$ cat src/rtl/b13_serial_pkg.sv
// b13_serial_pkg
// Shared definitions for the b13 serial transmitter / receiver pair.
//   rx_state_t          receiver state encodings
//   DEFAULT_BIT_PERIOD  clocks between symbol strobes (transmitter delay 104 + 2)
//   FRAME_BITS          data bits per frame, sent MSB first
//   START_SYMBOL/STOP_SYMBOL  line levels the transmitter uses for framing
package b13_serial_pkg;

    typedef enum logic [1:0] {
        RX_IDLE = 2'b00,
        RX_DATA = 2'b01,
        RX_STOP = 2'b10
    } rx_state_t;

    localparam int DEFAULT_BIT_PERIOD = 106;
    localparam int FRAME_BITS         = 8;

    localparam logic START_SYMBOL = 1'b0;
    localparam logic STOP_SYMBOL  = 1'b1;

endpackage

$ cat src/rtl/b13_bit_timer.sv
// b13_bit_timer
// Counts clocks between symbol strobes of a frame in progress.
//   clock    sole clock
//   reset    synchronous, active-high
//   restart  holds the count at zero (asserted while the receiver is idle)
//   strobe   high on the cycle the count reaches BIT_PERIOD-1
module b13_bit_timer
    import b13_serial_pkg::*;
#(
    parameter int BIT_PERIOD = DEFAULT_BIT_PERIOD
) (
    input  logic clock,
    input  logic reset,
    input  logic restart,
    output logic strobe
);

    localparam logic [9:0] LAST_COUNT = 10'(BIT_PERIOD - 1);

    logic [9:0] tmr;

    assign strobe = (tmr == LAST_COUNT) && !restart;

    // The count folds back to zero on each strobe, so it never wraps
    // within its 10 bits for any period up to 1023.
    always_ff @(posedge clock) begin
        if (reset || restart || strobe) begin
            tmr <= '0;
        end else begin
            tmr <= tmr + 10'd1;
        end
    end

endmodule

$ cat src/rtl/b13_serial_rx.sv
// b13_serial_rx
// Recovers strobed frames (start, 8 data bits MSB first, stop) from the
// b13 transmitter line and holds each byte for a valid/ack consumer.
//   clock        sole clock
//   reset        synchronous, active-high
//   rx_in        serial line, idles high, only strobe cycles are sampled
//   rd_ack       consumer takes rx_data (ignored while rx_valid is low)
//   rx_data      held byte, bit 7 is the first data bit received
//   rx_valid     holding register full
//   frame_error  sticky, a stop sample was 0
//   overrun      sticky, a frame completed while the holding register was full
//   busy         a frame is in progress
module b13_serial_rx
    import b13_serial_pkg::*;
#(
    parameter int BIT_PERIOD = DEFAULT_BIT_PERIOD
) (
    input  logic       clock,
    input  logic       reset,
    input  logic       rx_in,
    input  logic       rd_ack,
    output logic [7:0] rx_data,
    output logic       rx_valid,
    output logic       frame_error,
    output logic       overrun,
    output logic       busy
);

    rx_state_t             state;
    rx_state_t             state_next;
    logic [3:0]            bit_cnt;
    logic [FRAME_BITS-1:0] shift;
    logic                  strobe;
    logic                  start_seen;
    logic                  data_strobe;
    logic                  stop_strobe;

    b13_bit_timer #(
        .BIT_PERIOD (BIT_PERIOD)
    ) u_timer (
        .clock   (clock),
        .reset   (reset),
        .restart (state == RX_IDLE),
        .strobe  (strobe)
    );

    // State register.
    always_ff @(posedge clock) begin
        if (reset) begin
            state <= RX_IDLE;
        end else begin
            state <= state_next;
        end
    end

    // Next state: the last data sample moves to the stop symbol, and the
    // stop sample returns to idle so start detection is live next cycle.
    always_comb begin
        state_next = state;
        unique case (state)
            RX_IDLE: if (rx_in == START_SYMBOL) state_next = RX_DATA;
            RX_DATA: if (strobe && (bit_cnt == 4'(FRAME_BITS - 1))) state_next = RX_STOP;
            RX_STOP: if (strobe) state_next = RX_IDLE;
            default: state_next = RX_IDLE;
        endcase
    end

    // Decoded per-state actions for the datapath.
    always_comb begin
        busy        = 1'b0;
        start_seen  = 1'b0;
        data_strobe = 1'b0;
        stop_strobe = 1'b0;
        unique case (state)
            RX_IDLE: start_seen = (rx_in == START_SYMBOL);
            RX_DATA: begin
                busy        = 1'b1;
                data_strobe = strobe;
            end
            RX_STOP: begin
                busy        = 1'b1;
                stop_strobe = strobe;
            end
            default: ;
        endcase
    end

    // Shift register, holding register and sticky flags. An ack arriving
    // on the delivery cycle frees the slot for the new byte, so valid stays
    // high and no overrun is recorded.
    always_ff @(posedge clock) begin
        if (reset) begin
            bit_cnt     <= '0;
            shift       <= '0;
            rx_data     <= '0;
            rx_valid    <= 1'b0;
            frame_error <= 1'b0;
            overrun     <= 1'b0;
        end else begin
            if (start_seen) begin
                bit_cnt <= '0;
            end else if (data_strobe) begin
                shift   <= {shift[FRAME_BITS-2:0], rx_in};
                bit_cnt <= bit_cnt + 4'd1;
            end

            if (stop_strobe) begin
                if (rx_in != STOP_SYMBOL) begin
                    frame_error <= 1'b1;
                end
                if (!rx_valid || rd_ack) begin
                    rx_data  <= shift;
                    rx_valid <= 1'b1;
                end else begin
                    overrun <= 1'b1;
                end
            end else if (rd_ack && rx_valid) begin
                rx_valid <= 1'b0;
            end
        end
    end

endmodule

$ cat config.mk
export PLATFORM = sky130hd
export DESIGN_NAME = b13_serial_rx
export DESIGN_NICKNAME = d
export VERILOG_FILES = /design/src/rtl/b13_serial_pkg.sv /design/src/rtl/b13_bit_timer.sv /design/src/rtl/b13_serial_rx.sv
export SDC_FILE = /design/constraint.sdc
export NUM_CORES = 1
export LEC_CHECK = 0
export CORE_ASPECT_RATIO = 0.5
export CORE_MARGIN = 5
export CORE_UTILIZATION = 55
export CTS_CLUSTER_DIAMETER = 150
export DETAILED_ROUTE_END_ITERATION = 8
export PLACE_DENSITY = 0.77
export SYNTH_ARGS = -nofsm -noshare
export SYNTH_HDL_FRONTEND = slang
export SYNTH_SLANG_ARGS = --single-unit
$ cat constraint.sdc
create_clock -name clock -period 6.4 [get_ports clock]
set_clock_uncertainty 0.1 [all_clocks]
set_input_delay 1.28 -clock clock [delete_from_list [all_inputs] [get_ports clock]]
set_output_delay 1.28 -clock clock [all_outputs]
set_load 0.01 [all_outputs]
# ---- Word level (Yosys, flattened, before mapping)
# Cells that the tools add are included.
dict set report totals {
  regBits 35
  latchBits 0
  ramBits 0
  romBits 0
  memories 0
}
dict set report classes {
  addsub 2
  n_mul 0
  n_div 0
  order_cmp 0
  eq_ne 8
  shift 0
  n_mux 11
  n_bitwise 3
  n_reduce_logical 18
}
# cell n
set op_table {}
lappend op_table {{10-bit by 1-bit adder with 10-bit output, second input constant} 1}
lappend op_table {{10-bit by 7-bit == test with 1-bit output, second input constant} 1}
lappend op_table {{2-bit AND reduction} 5}
lappend op_table {{1-bit two-way mux} 7}
lappend op_table {{2-bit two-way mux} 3}
lappend op_table {{2-bit inequality test, second input constant} 3}
lappend op_table {{2-bit case mux with 3 select lines} 1}
lappend op_table {{4-bit by 1-bit adder with 4-bit output, second input constant} 1}
lappend op_table {{4-bit by 3-bit == test with 1-bit output, second input constant} 1}
lappend op_table {{2-bit OR reduction} 2}
lappend op_table {{1-bit logical AND} 3}
lappend op_table {{1-bit logical OR} 3}
lappend op_table {{1-bit inverter} 3}
lappend op_table {{3-bit AND reduction} 1}
lappend op_table {{2-bit by 1-bit == test with 1-bit output, second input constant} 1}
lappend op_table {{2-bit == test, second input constant} 1}
lappend op_table {{1-bit logical NOT} 2}
lappend op_table {{2-bit logical NOT} 1}
lappend op_table {{2-bit by 1-bit inequality test with 1-bit output, second input constant} 1}
lappend op_table {{2-bit nonzero test} 1}

# ---- Logic depth before layout (Yosys ltp)
# Gate-level depths: netlist of run 1.
dict set report depth {
  depth_word 6
  ltp_mapped 7
  ltp_nobuf 6
}

# ---- Hierarchy
# Synthesis of run 1 repeated with hierarchy kept, for this count alone.
dict set report unflattened {
  hier_cells 175
  hier_area_um2 1532.7
}
# module instances cells_per_inst area_each_um2 seq_area_each_um2
set by_module_without_submodules {}
lappend by_module_without_submodules {b13_serial_rx 1 125 1066.0 500.5}
lappend by_module_without_submodules {b13_bit_timer 1 50 466.7 200.2}

# ---- Worst setup path after synthesis of run 1
# OpenSTA, ideal clock, no wires.
dict set report synth_timing {
  kind {input to register}
  startpoint {input reset}
  endpoint {register bit_cnt[3]}
  setup_time_ps 59
  arrival_time_ps 2071
  slack_ps 4170
  stages 4
  path_buffers 1
  path_cell_list {buf_6 > a21o_1 > or4_1 > nand2_1}
}
dict set report synth_via {
  elab_chain_cells 1
}
# item line_no
set synth_lines {}
lappend synth_lines {{start, declared} b13_serial_rx.sv:19} ;# input logic reset,
lappend synth_lines {{2-bit OR reduction (no source line)} --}
lappend synth_lines {{end signal, assigned} b13_serial_rx.sv:104} ;# bit_cnt <= bit_cnt + 4'd1;
lappend synth_lines {{end, declared} b13_serial_rx.sv:31} ;# logic [3:0] bit_cnt;
# Every way passes these cells.
# A chain may end at the register's enable or synchronous reset.

# ---- Final worst setup path of run 1
dict set report layout_timing {
  startpoint {input reset}
  endpoint {register u_timer.tmr[9]}
}
dict set report layout_via {
  elab_chain_cells 2
}
# item line_no
set layout_lines {}
lappend layout_lines {{1-bit logical OR (2 in series)} b13_bit_timer.sv:27} ;# if (reset || restart || strobe) begin
lappend layout_lines {{end signal, assigned} b13_bit_timer.sv:30} ;# tmr <= tmr + 10'd1;
lappend layout_lines {{end, declared} b13_bit_timer.sv:20} ;# logic [9:0] tmr;
# Every way passes these cells.

==> impl_metrics.csv, run 1 <==
group,metric,value,unit
yosys,synth_xor_area_frac,0.04835,
yosys,synth_compound_area_frac,0.1351,
yosys,synth_cell_type_count,36,
cts,max-clock-path-buffers,2,
cts,postCtsHoldBufs,0,
cts,clk_pin_slew,0.07,ns
global_route,grt_first_pass_wirelength,5.409,mm
yosys,synth_ff_type,"dfxtp_1",
yosys,yosys_register_bits,35,
placement,gp_congestion,0.7674,
cts,cts_root_buf,"clkbuf_8",
global_route,use_met3,0.05902,
final_layout,fin_area,1889,sq um
global_route,grt_pass1_vias,1222,
yosys,synth.area.top_cells,"dfxtp_1 (43%), a21oi_1 (6.4%), nand2_1 (5.5%)",
final_layout,antenna_cells,0,
yosys,synth_edf_count,0,
yosys,synthArstFlopShare,0,
routing,drc,0,
placement,dpl_cell_area,1777,sq um
worst_setup_path,rr_worst_depth,6,
yosys,synthSimpleGateAreaFrac,0.2817,
worst_setup_path,r2r_start,"state[1]$_SDFFE_PP0P_",
routing,wirelength,3.077,mm
yosys,synth_cells,183,
yosys,synthMostInstantiatedCell,"dfxtp_1",
cts,cts_resized,0,
worst_setup_path,r2r_slack,3.90,ns
die,die_area,4219,sq um
worst_hold_path,min_path_type,"flip-flop to flip-flop",
routing,avgViaCountPerCell,5.449,
timing,min_period,2.982,ns
die,ioPinCount,16,
yosys,synth_top_family_by_area,"simple AND/OR/NAND/NOR gates",
worst_setup_path,crit_path_start_kind,"primary input",
timing,period_share,0.4659,
placement,numPortBuffers,15,
cts,post_cts_buffers,0,
yosys,syn_area,1630,sq um
die,core-area,2716,sq um
final_layout,final_nets,209,
routing,drtIter0Drc,43,
die,fp.dieH,48.50,um
timing,setup_viol,0,
timing,hold_viol_final,0,
timing,drv_slew,0,
routing,vias,1286,
global_route,top_usage_layer,"met2",
routing,wl_per_cell,13.04,um
yosys,yosysTopAreaCellShare,0.4298,
final_layout,nFillCells,217,
cts,cts_sinks,35,
global_route,use_met2,0.2481,
die,rows,13,
yosys,synthTopCellsByCount,"dfxtp_1 (35), nand2_1 (24), a21oi_1 (21)",
yosys,seq_area_frac_synth,0.4298,
worst_setup_path,critPathArrivalTime,3.10,ns
cts,insertion_delay,0.29,ns
outcome,status,"complete, no violations",
global_route,grt.total_usage,0.1605,
routing,drt_first_pass_iters,4,
pwr,powerDensity,260.4,nW/um^2
die,initial_utilization,0.6002,
cts,cts_buffers,5,
worst_hold_path,min_to,"rx_data[3]$_SDFFE_PP0P_",
global_route,grt_start_max_net_pins,27,
yosys,synthesis.nets,194,
yosys,synthAdderAreaFrac,0.05372,
worst_setup_path,worst_r2r_endpoint,"bit_cnt[3]$_SDFFE_PP0P_",
yosys,yosysTopAreaCell,"dfxtp_1",
die,die_x,87.00,um
global_route,grt_util_met1,0.2022,
worst_hold_path,hold-path-cell-count,2,
yosys,synth_area_per_cell,8.909,sq um
worst_setup_path,cp.required,6.52,ns
global_route,overflow,0,
yosys,muxShareOfSynthArea,0,
final_layout,syn_to_final_growth,15.89,%
timing,worst_slew_pin_slew,0.8808,ns
worst_setup_path,critPathCaptureType,"flip-flop",
worst_setup_path,cp_max_fo,26,
global_route,antenna_found_initial,0,
job,maxCapViolations,0,
placement,hpwl,2.184,mm
timing,fmax,0.3353,GHz
final_layout,finish.utilization,0.6955,
cts,cts_tree,"built",
pwr,leakagePower,0.6030,nW
timing,relSlewSlack,0.4109,
yosys,yosysWarnings,0,
timing,rsz0062_at_grt,"no",
worst_setup_path,critPathLaunch,"reset",
cts,htreeDepth,2,
timing,fin_setup_tns,0,ns
pwr,vdd_drop_max,0.0001590,V
worst_setup_path,critPathKind,"primary input to flip-flop",
worst_hold_path,hp-start,"rx_data[3]$_SDFFE_PP0P_",
final_layout,layout-drive-gt1-share,0.1256,
routing,final_antenna_net_count,0,
==> report_power, final <==
| group | internal [mW] | switching (mW) | leakage (nW) | total (mW) |
|---|---|---|---|---|
| clock | 0.116 | 0.0825 | 0.0581 | 0.198 |
| combinational | 0.0276 | 0.0388 | 0.263 | 0.0664 |
| sequential | 0.223 | 0.00464 | 0.282 | 0.227 |
| total | 0.366 | 0.126 | 0.603 | 0.492 |
==> logic make-up after synthesis <==
group                      after synthesis
DFF                                     35
xor gates and xnor gates                 9
AOI/OAI and AO/OA                       39
buffers and inverters                   16
and+or+nand+nor                         77
adders and majority gates                7
==> worst max-delay path by stage <==
stage,to,slack [ns],cells after the start
detailed placement,u_timer.tmr[1]$_SDFF_PP0_,3.12,3
finish,u_timer.tmr[9]$_SDFF_PP0_,3.42,3
global route,u_timer.tmr[9]$_SDFF_PP0_,3.34,3
CTS,u_timer.tmr[9]$_SDFF_PP0_,3.41,3
global placement,u_timer.tmr[6]$_SDFF_PP0_,3.12,3
floorplan,bit_cnt[3]$_SDFFE_PP0P_,4.17,4
==> per-layer routing <==
metal	wire (um)	part of all wire
met5	0	0
met3	139	0.045
met1	1583	0.51
met2	1288	0.42
met4	66	0.021
==> registers in the layout (all words and copies together), names as in the netlist <==
register     flops
u_timer.tmr     10
rx_data          8
overrun          1
shift            8
frame_error      1
bit_cnt          4
rx_valid         1
state            2
==> area by class of cell <==
type                            instances  area (sq um)  share of cell area
Clock inverter                          3         43.79             0.02318
Tap cell                               37         46.29             0.02450
Sequential cell                        35         700.7              0.3709
Clock buffer                            5         68.82             0.03642
Timing Repair Buffer                   15         150.1             0.07947
Inverter                                9         33.78             0.01788
Multi-Input combinational cell        132         845.8              0.4477
==> worst max-delay path, cell delays in order <==
cell	delay (ns)
clkdlybuf4s50_1	0.85
or3_1	0.79
nor2_2	0.18
==> placed cells by master (no fill, tap or decap), drive strengths merged <==
| cell type | n |
|---|---|
| nand2b | 1 |
| nand3 | 14 |
| or4b | 2 |
| a21o | 1 |
| xor2 | 2 |
| a21oi | 21 |
| nand2 | 24 |
| o21ai | 8 |
| or4 | 2 |
| a211o | 1 |
| xnor2 | 7 |
| nor2 | 17 |
| nand4 | 3 |
| o311ai | 1 |
| nor4 | 1 |
| bufinv | 1 |
| and2 | 2 |
| nor2b | 1 |
| clkdlybuf4s50 | 15 |
| clkinv | 2 |
| nor3 | 3 |
| clkbuf | 5 |
| nor3b | 1 |
| and4 | 1 |
| a41oi | 1 |
| o31ai | 1 |
| a31oi | 3 |
| nand3b | 1 |
| or3 | 2 |
| o211ai | 2 |
| dfxtp | 35 |
| ha | 7 |
| inv | 9 |
| nor4b | 2 |
==> metrics by stage <==
step | instances | setup WS (ns) | hold WS [ns] | total power, mW
after floorplan | 183 | 4.170 | 0.3321 | 0.2847
after global placement | 228 | 3.117 | 0.3408 | 0.2963
after detailed placement | 228 | 3.115 | 0.3564 | 0.2969
after CTS | 236 | 3.413 | 0.3709 | 0.4946
after global routing | 236 | 3.335 | 0.3833 | 0.5128
final | 236 | 3.418 | 0.3738 | 0.4921
Note: power is estimated with default switching activity, not from simulation.
==> run 2, diff against run 1 <==
==> constraint.sdc (replaced) <==
create_clock -name clock -period 2.85 [get_ports clock]
set_clock_uncertainty 0.1 [all_clocks]
set_input_delay 0.57 -clock clock [delete_from_list [all_inputs] [get_ports clock]]
set_output_delay 0.57 -clock clock [all_outputs]
set_load 0.01 [all_outputs]
==> impl_metrics.csv, run 2 (synthesis gave the netlist of run 1 again) <==
group,metric,value,unit
outcome,status,"complete, no violations",
die,initial_utilization,0.6002,
global_route,grt_util_met1,0.1925,
final_layout,top_regs,"u_timer.tmr: 10 flops, rx_data: 8 flops, shift: 8 flops",
cts,cts_root_buf,"clkbuf_8",
cts,insertion_delay,0.29,ns
placement,numPortBuffers,15,
cts,cts_buffers,5,
routing,drc,0,
global_route,grt_first_pass_wirelength,5.395,mm
worst_setup_path,worst-path-buf-inv,1,
timing,relSlewSlack,0.6437,
worst_setup_path,path_cells,"inv_1, ha_1, or4b_4, nor3_2, or3_1, nor2_2",
worst_setup_path,critPathCaptureType,"flip-flop",
die,rows,13,
final_layout,fin_area,1928,sq um
timing,rsz0062_at_grt,"no",
global_route,grt.total_usage,0.1621,
worst_setup_path,cp_max_fo,10,
routing,wirelength,3.103,mm
worst_setup_path,critPathKind,"flip-flop to flip-flop",
pwr,swShare,0.2382,
routing,drtIter0Drc,55,
placement,gp_congestion,0.7921,
final_layout,final_cell_mix,"dfxtp_1 (35), nand2_1 (24), a21oi_1 (21)",
global_route,use_met2,0.2557,
die,ioPinCount,16,
routing,avgViaCountPerCell,5.567,
pwr,p_int,912.1,uW
cts,htreeDepth,2,
final_layout,layout-drive-gt1-share,0.1343,
timing,worst_slew_pin_slew,0.5344,ns
final_layout,final_nets,211,
pwr,vdd_drop_max,0.0005678,V
timing,fin_setup_tns,0,ns
timing,fmax,0.4110,GHz
timing,setup_viol,0,
final_layout,antenna_cells,0,
timing,hold_viol_final,0,
cts,post_cts_buffers,0,
pwr,combPwrFrac,0.125,
worst_setup_path,cp_slowest_cell,"or4b_4",
worst_setup_path,cp_slowest_stage_delay,0.56,ns
timing,period_share,0.8537,
worst_setup_path,critPathArrivalTime,2.49,ns
global_route,antenna_found_initial,0,
final_layout,largest_reg_flops,10,
worst_hold_path,min_path_type,"flip-flop to flip-flop",
global_route,top_usage_layer,"met2",
final_layout,syn_to_final_growth,18.27,%
global_route,grt_start_max_net_pins,25,
global_route,overflow,0,
pwr,switchingPower,285.2,uW
job,maxCapViolations,0,
die,core-area,2716,sq um
worst_setup_path,crit_path_start_kind,"flip-flop",
timing,min_period,2.433,ns
worst_setup_path,crit_family,"simple AND/OR/NAND/NOR gates",
routing,final_antenna_net_count,0,
routing,wl_per_cell,13.04,um
placement,hpwl,2.291,mm
routing,drt_first_pass_iters,4,
timing,fin_ws,0.4170,ns
cts,cts_sinks,35,
die,die_area,4219,sq um
global_route,grt_pass1_vias,1252,
placement,dp_slack,0.4368,ns
pwr,leakagePower,0.6182,nW
die,fp.dieH,48.50,um
worst_setup_path,cp.required,2.91,ns
die,die_x,87.00,um
pwr,powerDensity,621.0,nW/um^2
final_layout,top_register,"u_timer.tmr",
routing,vias,1325,
cts,postCtsHoldBufs,0,
final_layout,final_common_cell,"dfxtp_1",
cts,cts_resized,0,
placement,dpl_cell_area,1792,sq um
cts,clk_pin_slew,0.08,ns
pwr,seq_power_share,0.427,
final_layout,nFillCells,225,
timing,drv_slew,0,
cts,max-clock-path-buffers,2,
global_route,use_met3,0.06071,
cts,cts_tree,"built",
worst_setup_path,r2r_slack,0.42,ns
pwr,clock_power_share,0.448,
-- run 2: cell count changes in the layout (fill, tap and decap cells not counted), sizes merged --
cell and change:
buf +2, bufinv +1, clkinv -2, clkinvlp +1
-- run 2: routing by layer --
layer  wire length [um]  part of all wire
met5                  0                 0
met4                 39             0.013
met3                136             0.044
met2               1413              0.46
met1               1514              0.49
-- run 2: area by class of cell --
type / count / area, sq um / area share
inverters: 9 / 33.78 / 0.01752
clock buffers: 5 / 68.82 / 0.03569
clock inverters: 3 / 67.56 / 0.03504
repair buffers: 17 / 165.2 / 0.08566
flip-flops and latches: 35 / 700.7 / 0.3634
multi-input cells: 132 / 845.8 / 0.4387
well taps: 37 / 46.29 / 0.02401
-- run 2: path summary, 6_finish.rpt --
check | from | endpoint | cells past startpoint
worst max-delay path | state[0]$_SDFFE_PP0P_ | u_timer.tmr[4]$_SDFF_PP0_ | 6
worst min-delay path | shift[7]$_SDFFE_PP0P_ | shift[7]$_SDFFE_PP0P_ | 2
worst max register to register | state[0]$_SDFFE_PP0P_ | u_timer.tmr[4]$_SDFF_PP0_ | 6
worst min register to register | shift[7]$_SDFFE_PP0P_ | shift[7]$_SDFFE_PP0P_ | 2
-- run 2: through the flow --
stage	hold slack, ns	std cells	power, mW	util
after CTS	0.3622	238	1.206	0.7098
after global routing	0.3863	238	1.249	0.7098
after floorplan	0.3321	183	0.6394	-
final	0.3618	238	1.197	0.7098
after global placement	0.3408	230	0.6698	0.6596
after detailed placement	0.3514	230	0.6704	0.6596
-- run 2: power groups by stage --
stage                     Clock (mW)  Sequential (mW)  Combinational (mW)
after global routing           0.572            0.512               0.165
final                          0.536            0.511               0.150
after CTS                      0.545            0.511               0.151
after detailed placement           0            0.523               0.148
after global placement             0            0.521               0.149
after floorplan                    0            0.520               0.120
-- run 2: tightest hold or removal path: cells and delay by family, from the launching register on --
kind / cells / cell delay, ns
AOI/OAI and AO/OA: 1 / 0.05
DFF: 1 / 0.32
and+or+nand+nor: 1 / 0.05
